## src/rtl/aes_stream_pkg.sv

```systemverilog
// Shared definitions for the AES output streaming path.
//   state_e        : serializer FSM states
//   WORDS_PER_BLK  : stream words per RAM block
//   AXIS_WIDTH     : stream word width
//   BLK_WIDTH      : RAM block width
package aes_stream_pkg;

  typedef enum logic [2:0] {
    IDLE,
    READ,
    LOAD,
    SEND,
    DONE
  } state_e;

  localparam int WORDS_PER_BLK = 4;
  localparam int AXIS_WIDTH    = 32;
  localparam int BLK_WIDTH     = 128;

endpackage

```

## src/rtl/bram_block_serializer.sv

```systemverilog
// bram_block_serializer
// Reads a run of consecutive 128-bit blocks from the block RAM's synchronous
// read port and emits each as four 32-bit AXI4-Stream words, block bits
// [0:31] first, with tlast on the final word of the run.
//
// Ports:
//   clk, reset        : clock, synchronous active-high reset
//   start             : command strobe, sampled only in IDLE
//   base_addr         : first RAM address (captured with start)
//   blk_count         : number of blocks, 0..2^ADDR_WIDTH (captured with start)
//   bram_addr/_r_e    : RAM read address / read enable
//   bram_data         : RAM registered read data (one cycle after r_e)
//   m_axis_*          : master stream (tdata, tvalid, tready, tlast)
//   busy              : run in progress, drops together with done
//   done              : one-cycle pulse at run end
//
// Build option: define BRAM_SERIALIZER_PREFETCH_EN to fetch the next block
// while the current one is streaming, giving gap-free output.
module bram_block_serializer #(
  parameter int ADDR_WIDTH = 9,
  parameter int DATA_WIDTH = 128,
  parameter int AXIS_WIDTH = 32
) (
  input  logic                  clk,
  input  logic                  reset,
  input  logic                  start,
  input  logic [ADDR_WIDTH-1:0] base_addr,
  input  logic [ADDR_WIDTH:0]   blk_count,
  output logic [ADDR_WIDTH-1:0] bram_addr,
  output logic                  bram_r_e,
  input  logic [0:DATA_WIDTH-1] bram_data,
  output logic [AXIS_WIDTH-1:0] m_axis_tdata,
  output logic                  m_axis_tvalid,
  input  logic                  m_axis_tready,
  output logic                  m_axis_tlast,
  output logic                  busy,
  output logic                  done
);
  import aes_stream_pkg::*;

  state_e                state_q;
  logic [ADDR_WIDTH-1:0] addr_q;    // next address to read
  logic [ADDR_WIDTH:0]   remain_q;  // blocks not yet read from RAM
  logic [0:DATA_WIDTH-1] shreg_q;
  logic [1:0]            idx_q;
  logic                  tvalid_q;
  logic                  r_e_q;
  logic                  busy_q;
  logic                  done_q;
  logic                  pf_q;      // a prefetched block is waiting on bram_data

  logic hs;
  logic last_word;

  assign hs        = tvalid_q & m_axis_tready;
  assign last_word = (idx_q == 2'(WORDS_PER_BLK - 1));

  assign bram_addr     = addr_q;
  assign bram_r_e      = r_e_q;
  assign m_axis_tdata  = shreg_q[0:AXIS_WIDTH-1];
  assign m_axis_tvalid = tvalid_q;
  // Final word of the run: nothing left to read and nothing held in prefetch.
  assign m_axis_tlast  = tvalid_q & last_word & (remain_q == '0) & ~pf_q;
  assign busy          = busy_q;
  assign done          = done_q;

  always_ff @(posedge clk) begin
    if (reset) begin
      state_q  <= IDLE;
      addr_q   <= '0;
      remain_q <= '0;
      shreg_q  <= '0;
      idx_q    <= '0;
      tvalid_q <= 1'b0;
      r_e_q    <= 1'b0;
      busy_q   <= 1'b0;
      done_q   <= 1'b0;
      pf_q     <= 1'b0;
    end else begin
      done_q <= 1'b0;
      case (state_q)
        IDLE: begin
          if (start) begin
            addr_q   <= base_addr;
            remain_q <= blk_count;
            busy_q   <= 1'b1;
            if (blk_count == '0) begin
              state_q <= DONE;
              done_q  <= 1'b1;
            end else begin
              state_q <= READ;
              r_e_q   <= 1'b1;
            end
          end
        end
        READ: begin
          // Address/count advance as soon as the read is issued.
          r_e_q    <= 1'b0;
          addr_q   <= addr_q + 1'b1;
          remain_q <= remain_q - 1'b1;
          state_q  <= LOAD;
        end
        LOAD: begin
          shreg_q  <= bram_data;
          idx_q    <= '0;
          tvalid_q <= 1'b1;
          state_q  <= SEND;
`ifdef BRAM_SERIALIZER_PREFETCH_EN
          if (remain_q != '0) r_e_q <= 1'b1;
`endif
        end
        SEND: begin
`ifdef BRAM_SERIALIZER_PREFETCH_EN
          // Prefetch read was issued this cycle; RAM output holds it until used.
          if (r_e_q) begin
            r_e_q    <= 1'b0;
            addr_q   <= addr_q + 1'b1;
            remain_q <= remain_q - 1'b1;
            pf_q     <= 1'b1;
          end
`endif
          if (hs) begin
            idx_q   <= idx_q + 2'd1;
            shreg_q <= {shreg_q[AXIS_WIDTH:DATA_WIDTH-1], {AXIS_WIDTH{1'b0}}};
            if (last_word) begin
              if (pf_q) begin
                // Back-to-back block: reload directly and keep streaming.
                shreg_q <= bram_data;
                pf_q    <= 1'b0;
                if (remain_q != '0) r_e_q <= 1'b1;
              end else if (remain_q != '0) begin
                tvalid_q <= 1'b0;
                r_e_q    <= 1'b1;
                state_q  <= READ;
              end else begin
                tvalid_q <= 1'b0;
                done_q   <= 1'b1;
                state_q  <= DONE;
              end
            end
          end
        end
        DONE: begin
          busy_q  <= 1'b0;
          state_q <= IDLE;
        end
        default: state_q <= IDLE;
      endcase
    end
  end

endmodule

```

## config.mk

```make
export PLATFORM = sky130hd
export DESIGN_NAME = bram_block_serializer
export DESIGN_NICKNAME = d
export VERILOG_FILES = /design/src/rtl/aes_stream_pkg.sv /design/src/rtl/bram_block_serializer.sv
export SDC_FILE = /design/constraint.sdc
export NUM_CORES = 1
export LEC_CHECK = 0
export CORE_MARGIN = 5
export CORE_UTILIZATION = 35
export CTS_CLUSTER_SIZE = 12
export DETAILED_ROUTE_END_ITERATION = 7
export GPL_TIMING_DRIVEN = 0
export PLACE_DENSITY = 0.69
export REMOVE_ABC_BUFFERS = 1
export SETUP_SLACK_MARGIN = 0.05
export SYNTH_ARGS = -nofsm -noshare
export SYNTH_HDL_FRONTEND = slang
export SYNTH_SLANG_ARGS = --single-unit
```

## constraint.sdc

```tcl
create_clock -name clk -period 2.09 [get_ports clk]
set_clock_uncertainty 0.1 [all_clocks]
set_input_delay 0.209 -clock clk [delete_from_list [all_inputs] [get_ports clk]]
set_output_delay 0.209 -clock clk [all_outputs]
set_load 0.05 [all_outputs]
```

Yosys cells after proc, flatten, opt, wreduce, memory -nomap -nowiden
Index checks and enable logic that the tools add are counted.
{"block": "classes", "addsub": 3, "n_eq_ne": 10, "muxes": 31, "bitwise_logic": 3, "n_reduce_logical": 14}
{"operator": "case mux 128 bit (2 select lines)", "count": 1}
{"operator": "2-to-1 mux 128 bit", "count": 1}
{"operator": "zero test 10 bit", "count": 2}
{"operator": "case mux 10 bit (2 select lines)", "count": 1}
{"operator": "case mux 9 bit (2 select lines)", "count": 1}
{"operator": "2-to-1 mux 3 bit", "count": 5}
{"operator": "2-to-1 mux 1 bit", "count": 13}
{"operator": "case mux 3 bit (4 select lines)", "count": 1}
{"operator": "2-to-1 mux 10 bit", "count": 1}
{"operator": "inequality test 2 bit, second input constant", "count": 5}
{"operator": "nonzero test 10 bit", "count": 1}
{"operator": "subtractor 10 x 1 -> 10 bit, second input constant", "count": 1}
{"operator": "adder 9 x 1 -> 9 bit, second input constant", "count": 1}
{"operator": "2-to-1 mux 9 bit", "count": 1}
{"operator": "equality test 3 x 2 -> 1 bit, second input constant", "count": 2}
{"operator": "case mux 1 bit (2 select lines)", "count": 3}
{"operator": "AND reduction 2 bit", "count": 3}
{"operator": "AND reduction 3 bit", "count": 2}
{"operator": "AND reduction 6 bit", "count": 1}
{"operator": "nonzero test 2 bit", "count": 3}
{"operator": "case mux 2 bit (2 select lines)", "count": 1}
{"operator": "bitwise AND 1 bit", "count": 3}
{"operator": "equality test 3 x 1 -> 1 bit, second input constant", "count": 1}
{"operator": "equality test 3 bit, second input constant", "count": 1}
{"operator": "6 further kinds", "count": 6}
{"block": "word_totals", "reg_bits": 156, "input_bits": 151, "elab_cells": 70}

Logic depth before layout (Yosys ltp)
Gate-level depths: netlist of the first run.
{"block": "depth", "ltp_word": 5, "ltp_mapped": 7, "ltp_nobuf": 6}

Worst setup path after synthesis of the first run
Ideal clock, no wire load.
{"block": "synth_timing", "kind": "register to output", "start": "register remain_q[0]", "end": "output port m_axis_tlast", "arrival_time_ps": 1786, "setup_slack_ps": -5, "stages_incl_launch_ff": 6, "path_cell_list": "dfxtp_1 > inv_1 > ha_1 > or4b_2 > nor3_1 > and3_1"}
{"block": "synth_via", "elab_chain_cells": 2}
{"element": "from (decl)", "line": "bram_block_serializer.sv:43", "rtl": "logic [ADDR_WIDTH:0] remain_q;"}
{"element": "from (signal assigned)", "line": "bram_block_serializer.sv:85", "rtl": "remain_q <= blk_count;"}
{"element": "from (signal assigned)", "line": "bram_block_serializer.sv:100", "rtl": "remain_q <= remain_q - 1'b1;"}
{"element": "zero test 10 bit", "line": "bram_block_serializer.sv:63", "rtl": "assign m_axis_tlast = tvalid_q & last_word & (remain_q == '0) & ~pf_q;"}
{"element": "bitwise AND 1 bit", "line": "bram_block_serializer.sv:63"}
{"element": "to (decl)", "line": "bram_block_serializer.sv:35", "rtl": "output logic m_axis_tlast,"}
No other way between the ends.

Worst setup path after layout of the first run
{"block": "layout_timing", "start": "register remain_q[4]", "end": "output port m_axis_tlast"}
The elaborated chain is that of the path after synthesis.

==> metrics.md, run 1 <==
| Metric | Value |
|---|---|
| Fillers | `1938` |
| Failing checks | `negative setup slack` |
| Slew @ Worst Pin | `~0.72 ns` |
| Router iterations before antenna repair | `5` |
| H-tree depth | `4` |
| Area occupied by multi-input gates | `3540 um2` |
| DRT antenna net count | `0` |
| CTS root buf | `clkbuf_16` |
| Pin count of the biggest net entering global routing | `86` |
| Clock buffer depth | `2` |
| Flop2flop setup slack | `0.12 ns` |
| I/O pin total | `a little under 200` |
| Via/cell ratio | `5.20` |
| Cts hold-fix bufs | `0` |
| Synth cell types | `50` |
| Hold WS | `0.123 ns` |
| R2R cell count | `8` |
| Initial antenna violation count | `0` |
| Gr usage total | `17.9%` |
| Crit path cell chain | `or4_4, nor3_4, and3_4, buf_8` |
| Area Overhead vs Synth | `42.5%` |
| Max stage delay on crit path | `around 0.58 ns` |
| Max Freq | `452 MHz` |
| Via count | `approximately 7000` |
| Tmin final | `2.21 ns` |
| Peak VDD IR | `510 uV` |
| GPL Wtd Cong | `0.799` |
| I/O Buffers | `196` |
| CP Depth | `4` |
| DIE AREA | `about 24000 um2` |
| Post-synth ARST share | `0%` |
| WS Path Type | `register to primary output` |
| Nets@finish | `1218` |
| N_diodes | `0` |
| Most common cell after layout, fill and taps aside | `nand2_1` |
| Max Cap Viol | `0` |
| Crit path launch type | `register` |
| Delay-heaviest family, CP | `simple AND/OR/NAND/NOR gates` |
| CP bufs+invs | `1` |
| Crit path arrival time | `1.90 ns` |
| CP endpoint kind | `primary output` |
| Status | `finished, violations left` |
| DRC marker count from the first detailed-route iteration | `around 360` |
| Count of final hold-check violations | `0` |
| Cell row count | `52` |
| Vias in the first global route | `6562` |
| WP data required | `1.78 ns` |
| Crit-path max FO | `6` |
| Total grt overflow | `0` |
| Reg clk slew, reported paths | `0.07 ns` |
| Most frequent cells in the layout | `nand2_1 (243), clkdlybuf4s50_1 (190), dfxtp_1 (150)` |
| Hold depth | `2` |
| Mapped cell area | `7230 um2` |
| Max Transition Viols Final | `0` |
| Final wirelength | `22500 um` |
| Mapped Cells | `slightly above 900` |
| Core Area | `20300 um2` |
| Die width | `154 um` |
| Period utilization | `106%` |
| Avg Inst Size Synth | `7.96 um2` |
| Slowest-stage cell, CP | `or4_4` |
| Largest area contributor in the netlist | `dfxtp_1` |
| Initial Util | `35.6%` |
| Seq/Total Area, Yosys | `about 43%` |
| Number of buffers created by CTS | `17` |
| Seq cells post-synth | `156` |
| CTS Sinks | `156` |
| Post-DP HPWL | `about 13000 um` |
| Post-synth EDFFs | `0` |
| Post-route setup slack | `-0.123 ns` |
| Pre-CTS setup slack | `-1.14 ns` |
| Cell area power density | `984 nW/um2` |
| Relative slew slack | `51.8%` |
| Area share of the largest cell type after synthesis | `43.2%` |
| Share of cells above drive strength 1 | `about an eighth` |
| Pleak | `0.00374 uW` |
| Top cells by area, synth | `dfxtp_1 (43%), nand2_1 (13%), a311oi_1 (9.7%)` |
| Reg area | `3140 um2` |
| Later-pin clock latency in the skew report | `0.42 ns` |
| Final setup fails | `1` |
| CTS tree | `done` |
| Die Span Y | `approximately 150 um` |
| Post-DR wirelength/cell | `16.7 um` |
| Synth warnings | `0` |
| Min-delay worst type | `input pin to register` |
| RSZ-0062 raised after global routing | `yes` |
| First-pass GRT wire length | `between 30000 and 40000 um` |
| Ys flop type | `dfxtp_1` |
| DRC errors left | `0` |
## kinds of logic after synthesis
logic type | share of synthesized area [%]
compound gates | 21.4
fa+ha+maj | 0.692
mux | 0.311
buf+inv | 9.51
flops | 43.2
simple gates | 24.7
xor+xnor | 0.242
## final cells by class
cell class | count | area share (%)
clock inverter | 15 | 1.97
tap | 270 | 3.28
inverter | 10 | 0.400
sequential | 156 | 30.4
clock buffer | 17 | 4.13
multi-input combinational | 634 | 34.3
timing repair buffer | 244 | 25.5
## state kept, by name (all words and copies together), names as in the netlist
register	cells
bram_addr	9
bram_r_e	1
busy	1
done	1
idx_q	2
m_axis_tvalid	1
remain_q	10
shreg_q	128
state_q	3
## cells in the mapped netlist (2+ instances only)
library cell / number
or4_1: 4
a311oi_1: 80
xnor2_1: 2
nor2_1: 108
nand2_1: 243
a311oi_2: 20
nand3_1: 43
buf_4: 36
dfxtp_1: 156
o211ai_1: 2
and2_1: 2
or3_1: 4
o32ai_1: 3
o31ai_1: 2
mux2_2: 2
ha_1: 4
nor4_1: 5
a211oi_1: 5
buf_2: 28
o21ai_0: 11
a221oi_1: 2
buf_6: 7
buf_1: 3
nor3_1: 11
a21oi_1: 51
or3b_1: 2
clkbuf_1: 40
nor3b_2: 2
inv_1: 10
## repair_timing
| item | in CTS | in global routing |
|---|---|---|
| setup endpoints to repair | 155 | 86 |
| setup buffers | 21 | 9 |
| gates resized for setup | 31 | 16 |
| pin swaps | 5 | 12 |
| cloned | 6 | 3 |
## report_power, final
part           internal [uW]  leakage [uW]  total (uW)  switching, uW
clock                   1930      0.000306        3350           1420
combinational           1380       0.00215        3140           1760
sequential              3400       0.00128        3650            251
## worst register-to-register path: cells and delay by family, from the launching register on
kind	cells	cell delay (ns)
buf+inv	5	0.76
compound gates	2	0.18
simple gates	1	0.41
flops	1	0.39
## worst paths after layout
check / from / to
worst max-delay path: remain_q[4]$_SDFFE_PP0P_ / m_axis_tlast
worst min-delay path: reset / shreg_q[99]$_SDFFE_PP0P_
worst max register to register: state_q[1]$_SDFFE_PP0P_ / shreg_q[51]$_SDFFE_PP0P_
worst min register to register: shreg_q[119]$_SDFFE_PP0P_ / shreg_q[119]$_SDFFE_PP0P_
## metal layers
layer / vias up / share of wire (%) / GRT usage, %
li1: 3472 / - / -
met1: 3306 / 47 / 25.1
met2: 207 / 47 / 28.5
met3: 17 / 5.1 / 3.26
met4: 0 / 1.2 / 5.09
met5: - / 0 / 0
## metrics by stage
stage | util [%] | TNS (ns) | cell area [um2] | std cells | total power [uW]
4_1_cts | 49.8 | -0.196 | 10100 | 1334 | 10100
2_1_floorplan | - | -320.65 | 6580 | 795 | 5420
3_5_place_dp | 45.1 | -103.89 | 9150 | 1275 | 6450
6_report | 50.8 | -0.123 | 10300 | 1346 | 10100
3_3_place_gp | 43.8 | -698.16 | 8880 | 1261 | 6410
5_1_grt | 50.8 | -0.190 | 10300 | 1346 | 10700
Power figures use the tool's default switching activity.
==> inputs of run 2 (changes only) <==
--- a/config.mk
+++ b/config.mk
@@ -9,6 +9,7 @@
 export CORE_UTILIZATION = 35
 export CTS_CLUSTER_SIZE = 12
 export DETAILED_ROUTE_END_ITERATION = 7
+export GPL_ROUTABILITY_DRIVEN = 1
 export GPL_TIMING_DRIVEN = 0
 export PLACE_DENSITY = 0.69
 export REMOVE_ABC_BUFFERS = 1
==> results of run 2 <==
Same layout as run 1: the final DEF is identical, and so are final timing and power.
==> inputs of run 3 (changes only) <==
==> constraint.sdc (replaced) <==
create_clock -name clk -period 2.6 [get_ports clk]
set_clock_uncertainty 0.1 [all_clocks]
set_input_delay 0.26 -clock clk [delete_from_list [all_inputs] [get_ports clk]]
set_output_delay 0.26 -clock clk [all_outputs]
set_load 0.05 [all_outputs]
==> run 3 against run 2 <==
Compared with the run above:
- the flow now finishes without violations
- power is 23% lower
- die area stayed put
- hold slack better by 0.063 ns
- via count is 4.3% lower
- first-iteration DRC count is 3.7% lower
- critical path type unchanged
- critical endpoint unchanged
==> metrics.md, run 3 (synthesis results as in run 1) <==
| Metric | Value |
|---|---|
| Number of buffers created by CTS | `17 (unchanged)` |
| Slowest-stage cell, CP | `or4b_4` |
| DIE AREA | `23600 um2 (unchanged)` |
| CTS root buf | `clkbuf_16` |
| Min-delay worst type | `input pin to register` |
| CP endpoint kind | `primary output` |
| Crit path launch type | `register` |
| Nets@finish | `1184 (-2.8%)` |
| Non-Filler Instances | `1312 (-2.5%)` |
| Total grt overflow | `0 (unchanged)` |
| CP bufs+invs | `2 (+1)` |
| WS Path Type | `register to primary output` |
| Post-DR wirelength/cell | `15.6 um (-6.6%)` |
| Reg clk slew, reported paths | `0.07 ns (about the same)` |
| Via/cell ratio | `5.11 (-1.8%)` |
| Cell area power density | `798 nW/um2 (-19%)` |
| Cell row count | `52 (unchanged)` |
| Vias in the first global route | `6372 (-2.9%)` |
| Largest register by flop count | `shreg_q` |
| CTS Sinks | `156 (unchanged)` |
| Share of cells above drive strength 1 | `8.93% (-3.7 points)` |
| Count of final hold-check violations | `0 (unchanged)` |
| GPL Wtd Cong | `0.799 (unchanged)` |
| I/O Buffers | `196 (unchanged)` |
| Later-pin clock latency in the skew report | `0.42 ns (about the same)` |
| Pleak | `0.00347 uW (-7.4%)` |
| Crit path cell chain | `inv_1, ha_1, or4b_4, nor3_4, and3_4, buf_6` |
| Setup TNS | `0 ns (+0.123 ns)` |
| Max Freq | `approximately 420 MHz` |
| DRT antenna net count | `0 (unchanged)` |
| Initial Util | `35.6% (unchanged)` |
| Area occupied by multi-input gates | `3480 um2 (-1.7%)` |
| Initial antenna violation count | `0 (unchanged)` |
| DRC marker count from the first detailed-route iteration | `342 (-3.7%)` |
| N_diodes | `0 (unchanged)` |
| Via count | `6704 (-4.3%)` |
| Reg area | `3130 um2 (-0.28%)` |
| Relative slew slack | `21.7% (-30 points)` |
| Area after DPL | `9150 um2 (unchanged)` |
| Clock buffer depth | `2 (unchanged)` |
| Pin count of the biggest net entering global routing | `86 (unchanged)` |
| Fillers | `1978 (+2.1%)` |
| Final wirelength | `20500 um (-8.9%)` |
| Peak VDD IR | `403 uV (-21%)` |
| Max Cap Viol | `0 (unchanged)` |
| I/O pin total | `197 (unchanged)` |
| Status | `complete, no violations` |
| Area Overhead vs Synth | `36.1%` |
| Slew @ Worst Pin | `1.17 ns (+0.447 ns)` |
| Most common cell after layout, fill and taps aside | `nand2_1` |
| Router iterations before antenna repair | `6 (+1)` |
| Delay-heaviest family, CP | `simple AND/OR/NAND/NOR gates` |
| RSZ-0062 raised after global routing | `no` |
| DRC errors left | `0 (unchanged)` |
| Max reg flops | `128 (unchanged)` |
| Crit path arrival time | `2.04 ns (+0.14 ns)` |
| Hold WS | `0.186 ns (+0.0634 ns)` |
| Final setup fails | `0 (-1)` |
| Max stage delay on crit path | `0.47 ns (-0.11 ns)` |
| Post-Layout Inst Area | `9850 um2 (-4.5%)` |
| Post-DP HPWL | `13100 um (unchanged)` |
| Crit-path max FO | `4 (-2)` |
| WP data required | `2.24 ns (+0.46 ns)` |
| DP Cell Count | `1275 (unchanged)` |
| Max Transition Viols Final | `0 (unchanged)` |
| Tmin final | `between 2 and 2.5 ns` |
| Die Span Y | `154 um (unchanged)` |
| Total power | `7860 uW (-23%)` |
| H-tree depth | `4 (unchanged)` |
| Gr usage total | `17.0% (-0.98 points)` |
| Most frequent cells in the layout | `nand2_1 (243), clkdlybuf4s50_1 (194), dfxtp_1 (153)` |
| CTS tree | `done` |
| First-pass GRT wire length | `33200 um (-4.8%)` |
| Die width | `154 um (unchanged)` |
| Period utilization | `92.4%` |
| Core Area | `20300 um2 (unchanged)` |
[run 3: where the power goes]
part           internal [uW]  switching, uW
registers               2730            225
clock network           1550           1130
logic                    921           1300
total                   5210           2650
[run 3: final cells by class]
class	count	area share [%]
multi-input cells	630	35.3
inverters	10	0.381
repair buffers	214	22.8
clock inverters	15	2.06
clock buffers	17	4.32
flip-flops and latches	156	31.8
well taps	270	3.43
[run 3: repair_timing]
item | in CTS | in global routing
hold buffers | 0 | 0
setup endpoints to repair | 130 | 51
buffers inserted | 3 | 1
gates cloned | 1 | 0
resized for setup | 13 | 4
pin swaps | 2 | 1
[run 3: metrics by stage]
| step | utilization (%) | setup WS (ns) |
|---|---|---|
| after floorplan | - | -2.86 |
| after global placement | 43.8 | -4.84 |
| after detailed placement | 45.1 | -0.626 |
| after CTS | 48.4 | 0.0483 |
| after global routing | 48.5 | 0.0937 |
| final | 48.5 | 0.199 |
[run 3: worst paths after layout]
path	startpoint	to	slack, ns	cells past startpoint
max	remain_q[0]$_SDFFE_PP0P_	m_axis_tlast	0.20	6
min	reset	shreg_q[99]$_SDFFE_PP0P_	0.19	2
max reg2reg	state_q[1]$_SDFFE_PP0P_	shreg_q[74]$_SDFFE_PP0P_	0.27	8
min reg2reg	shreg_q[122]$_SDFFE_PP0P_	shreg_q[122]$_SDFFE_PP0P_	0.37	2
[run 3: routing by layer]
metal | vias up | share of wire, % | GRT usage (%) | wire, um
li1 | 3399 | - | - | -
met1 | 3097 | 48 | 23.8 | 9900
met2 | 194 | 46 | 26.7 | 9370
met3 | 14 | 4.9 | 3.18 | 1010
met4 | 0 | 0.97 | 4.92 | 199
met5 | - | 0 | 0 | 0
